$ cat src/rtl/seg_pkg.sv
// Shared 7-segment display definitions: scan state encoding, segment constants and glyph table.
package seg_pkg;

  localparam logic [1:0] ST_IDLE = 2'd0;
  localparam logic [1:0] ST_ON   = 2'd1;
  localparam logic [1:0] ST_GAP  = 2'd2;

  localparam logic [7:0] SEG_OFF  = 8'hFF;
  localparam logic [7:0] SEG_DASH = 8'hBF;
  localparam logic [2:0] DP_NONE  = 3'd7;

  // Active-high {g,f,e,d,c,b,a}; codes above 9 render as a dash.
  function automatic logic [6:0] bcd_to_seg(input logic [3:0] bcd);
    logic [6:0] s;
    case (bcd)
      4'd0:    s = 7'b0111111;
      4'd1:    s = 7'b0000110;
      4'd2:    s = 7'b1011011;
      4'd3:    s = 7'b1001111;
      4'd4:    s = 7'b1100110;
      4'd5:    s = 7'b1101101;
      4'd6:    s = 7'b1111101;
      4'd7:    s = 7'b0000111;
      4'd8:    s = 7'b1111111;
      4'd9:    s = 7'b1101111;
      default: s = 7'b1000000;
    endcase
    return s;
  endfunction

endpackage

$ cat src/rtl/seg_decoder.sv
// Combinational BCD digit to active-low {dp,g,f,e,d,c,b,a} pattern with blanking.
module seg_decoder
  import seg_pkg::*;
(
  input  logic [3:0] bcd,
  input  logic       blank,
  input  logic       dp,
  output logic [7:0] seg_c
);

  assign seg_c = blank ? SEG_OFF : {~dp, ~bcd_to_seg(bcd)};

endmodule

$ cat src/rtl/seg_scan_ctrl.sv
// Multiplexed 7-segment scan controller: shadowed BCD value, per-digit on-time plus blanking gap,
// leading-zero suppression and decimal point.
module seg_scan_ctrl
  import seg_pkg::*;
#(
  parameter int unsigned DIGITS   = 8,
  parameter int unsigned TICK_DIV = 100000,
  parameter int unsigned GAP_CYC  = 500
)
(
  input  logic                  clk_M,
  input  logic                  rst,
  input  logic                  en,
  input  logic [4*DIGITS-1:0]   data_bcd,
  input  logic [2:0]            dp_pos,
  input  logic                  data_valid,
  output logic                  data_ack,
  output logic [7:0]            seg,
  output logic [2:0]            bit_sel,
  output logic                  bit_en,
  output logic                  frame_done
);

  localparam int unsigned DATA_W  = 4 * DIGITS;
  localparam int unsigned CNT_MAX = (TICK_DIV > GAP_CYC) ? TICK_DIV : GAP_CYC;
  localparam int unsigned CNT_W   = (CNT_MAX > 1) ? $clog2(CNT_MAX) : 1;
  localparam logic [CNT_W-1:0] TICK_LOAD = CNT_W'(TICK_DIV - 1);
  localparam logic [CNT_W-1:0] GAP_LOAD  = CNT_W'(GAP_CYC - 1);
  localparam logic [2:0]       LAST_SEL  = 3'(DIGITS - 1);

  logic [1:0]        state, state_d;
  logic [CNT_W-1:0]  cnt, cnt_d;
  logic [2:0]        sel_d;
  logic              load, fd_d;
  logic [DATA_W-1:0] shadow, shadow_d;
  logic [2:0]        dp_shadow, dp_d;
  logic [3:0]        digit;
  logic              higher_nz, dp_valid, blank, dp_on;
  logic [7:0]        dec_seg, seg_d;
  logic              bit_en_d;

  // State and output registers
  always_ff @(posedge clk_M) begin
    if (rst) begin
      state      <= ST_IDLE;
      cnt        <= '0;
      bit_sel    <= 3'd0;
      bit_en     <= 1'b0;
      seg        <= SEG_OFF;
      data_ack   <= 1'b0;
      frame_done <= 1'b0;
      shadow     <= '0;
      dp_shadow  <= DP_NONE;
    end else begin
      state      <= state_d;
      cnt        <= cnt_d;
      bit_sel    <= sel_d;
      bit_en     <= bit_en_d;
      seg        <= seg_d;
      data_ack   <= load;
      frame_done <= fd_d;
      shadow     <= shadow_d;
      dp_shadow  <= dp_d;
    end
  end

  // Next-state, counter, digit select and shadow-load decision
  always_comb begin
    state_d = state;
    cnt_d   = (cnt != '0) ? cnt - CNT_W'(1) : cnt;
    sel_d   = bit_sel;
    load    = 1'b0;
    fd_d    = 1'b0;
    case (state)
      ST_IDLE: begin
        sel_d = 3'd0;
        load  = data_valid && !data_ack;
        if (en) begin
          state_d = ST_ON;
          cnt_d   = TICK_LOAD;
        end
      end
      ST_ON: begin
        if (cnt == '0) begin
          state_d = ST_GAP;
          cnt_d   = GAP_LOAD;
        end
      end
      ST_GAP: begin
        if (cnt == '0) begin
          if (bit_sel == LAST_SEL) begin
            fd_d = 1'b1;
            load = data_valid && !data_ack;
          end
          if (!en) begin
            state_d = ST_IDLE;
            sel_d   = 3'd0;
          end else begin
            state_d = ST_ON;
            cnt_d   = TICK_LOAD;
            sel_d   = (bit_sel == LAST_SEL) ? 3'd0 : bit_sel + 3'd1;
          end
        end
      end
      default: state_d = ST_IDLE;
    endcase
    shadow_d = load ? data_bcd : shadow;
    dp_d     = load ? dp_pos : dp_shadow;
  end

  // Glyph for the digit about to be driven, taken from the post-load shadow so a new frame
  // never starts with the previous value.
  always_comb begin
    digit     = 4'd0;
    higher_nz = 1'b0;
    for (int unsigned i = 0; i < DIGITS; i++) begin
      if (3'(i) == sel_d)
        digit = shadow_d[4*i +: 4];
      if (3'(i) > sel_d && shadow_d[4*i +: 4] != 4'd0)
        higher_nz = 1'b1;
    end
    dp_valid = 32'(dp_d) < DIGITS;
    dp_on    = dp_valid && (sel_d == dp_d);
    blank    = (digit == 4'd0) && !higher_nz && (sel_d != 3'd0)
               && !(dp_valid && (sel_d <= dp_d));
  end

  seg_decoder u_dec (
    .bcd   (digit),
    .blank (blank),
    .dp    (dp_on),
    .seg_c (dec_seg)
  );

  assign bit_en_d = (state_d == ST_ON);
  assign seg_d    = bit_en_d ? dec_seg : SEG_OFF;

endmodule

$ cat config.mk
export PLATFORM = sky130hd
export DESIGN_NAME = seg_scan_ctrl
export DESIGN_NICKNAME = d
export VERILOG_FILES = /design/src/rtl/seg_pkg.sv /design/src/rtl/seg_decoder.sv /design/src/rtl/seg_scan_ctrl.sv
export SDC_FILE = /design/constraint.sdc
export NUM_CORES = 1
export LEC_CHECK = 0
export CORE_ASPECT_RATIO = 0.75
export CORE_MARGIN = 3
export CORE_UTILIZATION = 45
export CTS_CLUSTER_DIAMETER = 80
export DETAILED_ROUTE_END_ITERATION = 6
export PLACE_DENSITY = 0.68
export SYNTH_ARGS = -nofsm -noshare
export SYNTH_HDL_FRONTEND = slang
export SYNTH_SLANG_ARGS = --single-unit
$ cat constraint.sdc
create_clock -name clk_M -period 6.8 [get_ports clk_M]
set_input_delay 1.36 -clock clk_M [delete_from_list [all_inputs] [get_ports clk_M]]
set_output_delay 1.36 -clock clk_M [all_outputs]
set_load 0.03 [all_outputs]
==> parameters.txt <==
Parameter                              Value

Status
  Run status ... completed

Worst setup path
  Critical path data arrival time ... 5.32 ns
  Delay of the slowest cell on the worst path ... 0.58 ns
  CP Buf/Inv Count ... 3
  Crit-path slowest cell ... or4_4
  CP cell instances ... clkdlybuf4s50_1 -> and4bb_2 -> a21oi_4 -> buf_4 -> mux2i_1 -> nand2_1 -> a31oi_1 -> a22oi_1 -> inv_1 -> ha_1 -> o211ai_1 -> a21oi_1 -> o211ai_1 -> or4_4 -> o311ai_1
  Family of cells with the greatest summed delay on the critical path ... compound AO/OA/AOI/OAI gates
  Critical Path Source Type ... input pin
  Maximum fanout along the worst path ... 31
  CP endpoint kind ... flop
  Category of the most critical setup path ... input pin to flop
  Crit path required time ... 7.02 ns
  Cell seen most often among critical-path stages ... o211ai_1

Floorplan
  Horiz. Die Dim ... 109 µm
  Boundary Pins ... 53
  Vert. Die Dim ... 82.9 µm
  Floorplan die area ... 9000 µm²
  Starting density of the core ... 47.3%
  Row cnt ... 27
  Placeable core region ... 7500 µm²

Power and ir drop
  Static leakage power ... 0.00178 µW
  Peak supply drop ... 138 µV
  Portion of total power attributed to combinational logic ... 24.3%
  Switch share ... 30.9%
  Reg power frac ... 47.4%
  Power per standard cell area ... 228 nW/µm²
  Switching power ... 298 µW
  Internal cell power ... 666 µW
  Clock share of power ... 28.3%

Placement
  Area after detailed placement ... 4090 µm²
  Number of I/O port buffers ... 52
  GPL Wtd Cong ... 0.897
  Detailed-placement wirelength estimate ... 6290 µm
  Post-place setup slack ... 1.39 ns

Finish
  Diodes inserted ... 0
  # nets final ... 506
  Fraction of final layout cells sized beyond drive strength 1 ... 6.55%
  Top library cells by usage in the layout, fill and taps aside ... dfxtp_1, nor2_1, clkdlybuf4s50_1
  Non-Filler Cell Area, Final ... 4240 µm²
  Layout-stage area growth over the synthesis result ... 19.3%
  Commonest non-fill, non-tap cell in the layout ... dfxtp_1

Worst hold path
  Type of the most critical hold path ... flop to flop

Routing
  WL per Instance ... 15.2 µm
  Detailed-router iteration count before antenna repair ... 4
  Number of vias per cell ... 5.51
  Via count ... 3082
  First-iteration detailed-routing DRC count ... 173
  Number of nets still failing antenna checks after routing ... 0
  Final wirelength ... 8510 µm
  Number of remaining DRC errors ... 0

Clocking
  Root buffer cell ... clkbuf_8
  # hold bufs at CTS ... 0
  Total number of clock tree sinks ... 68
  TritonCTS clock tree ... yes
  Clock latency on the worst-skew pair ... 0.34 ns
  H-tree level count ... 3
  Largest buffer count on any clock path ... 2
  Clock buffers created by TritonCTS ... 9
  CTS clock-pin slew for the worst setup and hold paths ... 0.07 ns
  Post-CTS resize count ... 0
  Post-CTS setup-driven buffer insertion count ... 0

STA
  Tightest Pin Transition ... 0.988 ns
  Post-route fraction of the period consumed by the critical path ... 74.9%
  Setup Total Neg Slack ... 0 ns
  Highest attainable clock frequency ... 0.196 GHz
  Clock skew ... 0.00739 ns
  Post-route worst setup slack ... 1.71 ns
  Clock period minus final worst setup slack ... 5.09 ns
  RSZ-0062 raised after global routing ... no
  Max-slew headroom at the worst pin ... 34.1%
  Max-slew violation count ... 0
  Final setup vio count ... 0
  Number of endpoints with negative hold slack in the final report ... 0

Global routing
  Global-route usage over all layers ... 19.9%
  Number of global-route vias before repair ... 3000
  Global-route wire length before repair ... 14500 µm
  Maximum number of pins on one net before global-route repair ... 56
  Initial antenna violation count ... 0
  Sum of overflow across all layers after global routing ... 0

Yosys
  Fraction of registers with async set or reset after synthesis ... 0%
  Number of synthesized flops with an enable pin ... 0
  Synthesized flop and latch total ... 68
  Dominant register cell in the synthesized netlist ... dfxtp_1
  Sequential cell area fraction in the yosys report ... 38.3%
  Net count of the mapped netlist ... 464
  Share of Yosys cell area claimed by the top area cell type ... 38.3%
  Most area-hungry cell type in the Yosys netlist ... dfxtp_1
  Post-synthesis cell type count ... 54
  Total number of yosys warnings ... 0
  Cell types occupying the most area after synthesis ... dfxtp_1, mux2i_1, nor2_1, ha_1, nand2_1
  Post-synthesis instance area ... 3550 µm²
  Synthesized area per cell ... 8.62 µm²
  Cells after synthesis ... 412

Run
  Max-cap violation count ... 0
cells by family (layout without fill, tap and decap cells):
family | Yosys count | count (layout) | share of synthesized area [%]
and+or+nand+nor | 188 | 188 | 26.8
DFF | 68 | 68 | 38.3
AOI/OAI and AO/OA | 58 | 58 | 11.2
muxes | 41 | 41 | 11.6
buffers and inverters | 32 | 78 | 4.47
adders and majority gates | 13 | 13 | 4.58
xor gates and xnor gates | 12 | 12 | 2.96
through the flow:
stage	power (µW)	utilization [%]	instances	hold WS, ns
2_1_floorplan	626	-	412	0.453
3_3_place_gp	693	54.5	544	0.472
3_5_place_dp	697	54.5	544	0.482
4_1_cts	972	56.5	559	0.491
5_1_grt	1020	56.5	559	0.518
6_report	964	56.5	559	0.489
registers in the layout, indices dropped and copies added, names as in the netlist:
register	count
bit_en	1
bit_sel	3
cnt	17
data_ack	1
dp_shadow	3
frame_done	1
seg	8
shadow	32
state	2
power by group through the flow:
stage / logic, µW / registers (µW) / clock network [µW]
2_1_floorplan: 155 / 471 / 0
3_3_place_gp: 228 / 465 / 0
3_5_place_dp: 231 / 466 / 0
4_1_cts: 233 / 457 / 282
5_1_grt: 258 / 462 / 301
6_report: 234 / 457 / 273
synth_stat cells, types with 2 or more instances:
| master | count |
|---|---|
| nor4_1 | 12 |
| and2_1 | 4 |
| o21a_1 | 2 |
| and3_1 | 5 |
| mux2_2 | 2 |
| ha_1 | 13 |
| a31oi_1 | 4 |
| or3_1 | 3 |
| o21ai_0 | 4 |
| or4_1 | 6 |
| mux2i_1 | 39 |
| buf_6 | 4 |
| o211ai_1 | 4 |
| a32oi_2 | 2 |
| inv_1 | 9 |
| nand3_1 | 8 |
| or2_2 | 2 |
| buf_2 | 4 |
| nand2_1 | 41 |
| xnor2_1 | 6 |
| nor2b_1 | 4 |
| nand2b_1 | 7 |
| dfxtp_1 | 68 |
| nor3_1 | 15 |
| nand4_1 | 4 |
| nor2_1 | 63 |
| xor2_1 | 6 |
| a32oi_1 | 4 |
| o311ai_1 | 5 |
| nand3b_1 | 2 |
| clkbuf_1 | 13 |
| nor3b_1 | 3 |
| a21oi_1 | 23 |
worst min-delay path, delay by kind of cell, from the launching register on:
kind          cells  cell delay [ns]
simple gates      1             0.07
flops             1             0.31
mux               1             0.08
worst paths after layout:
kind | startpoint | end | slack [ns] | cells past startpoint
setup reg to reg | cnt[0] | seg[5] | 2.06 | 17
hold reg to reg | dp_shadow[1] | dp_shadow[1] | 0.49 | 2
setup / recovery | data_valid | seg[5] | 1.71 | 15
hold / removal | dp_shadow[1] | dp_shadow[1] | 0.49 | 2
final cells by class:
cell class | count | area, µm²
clock inverter | 3 | 15.0
multi-input combinational | 312 | 2040
timing repair buffer | 53 | 523
tap | 101 | 126
fill | 732 | 3260
inverter | 10 | 37.5
sequential | 68 | 1360
clock buffer | 12 | 135
layer usage:
layer / wire length [µm] / up-vias / part of all wire [%] / GRT usage, %
li1: - / 1542 / - / -
met1: 4470 / 1451 / 53 / 30.3
met2: 3500 / 80 / 41 / 27.7
met3: 456 / 9 / 5.4 / 5.91
met4: 85 / 0 / 1.0 / 3.78
met5: 0 / - / 0 / 0
(Power assumes the default switching activity.)
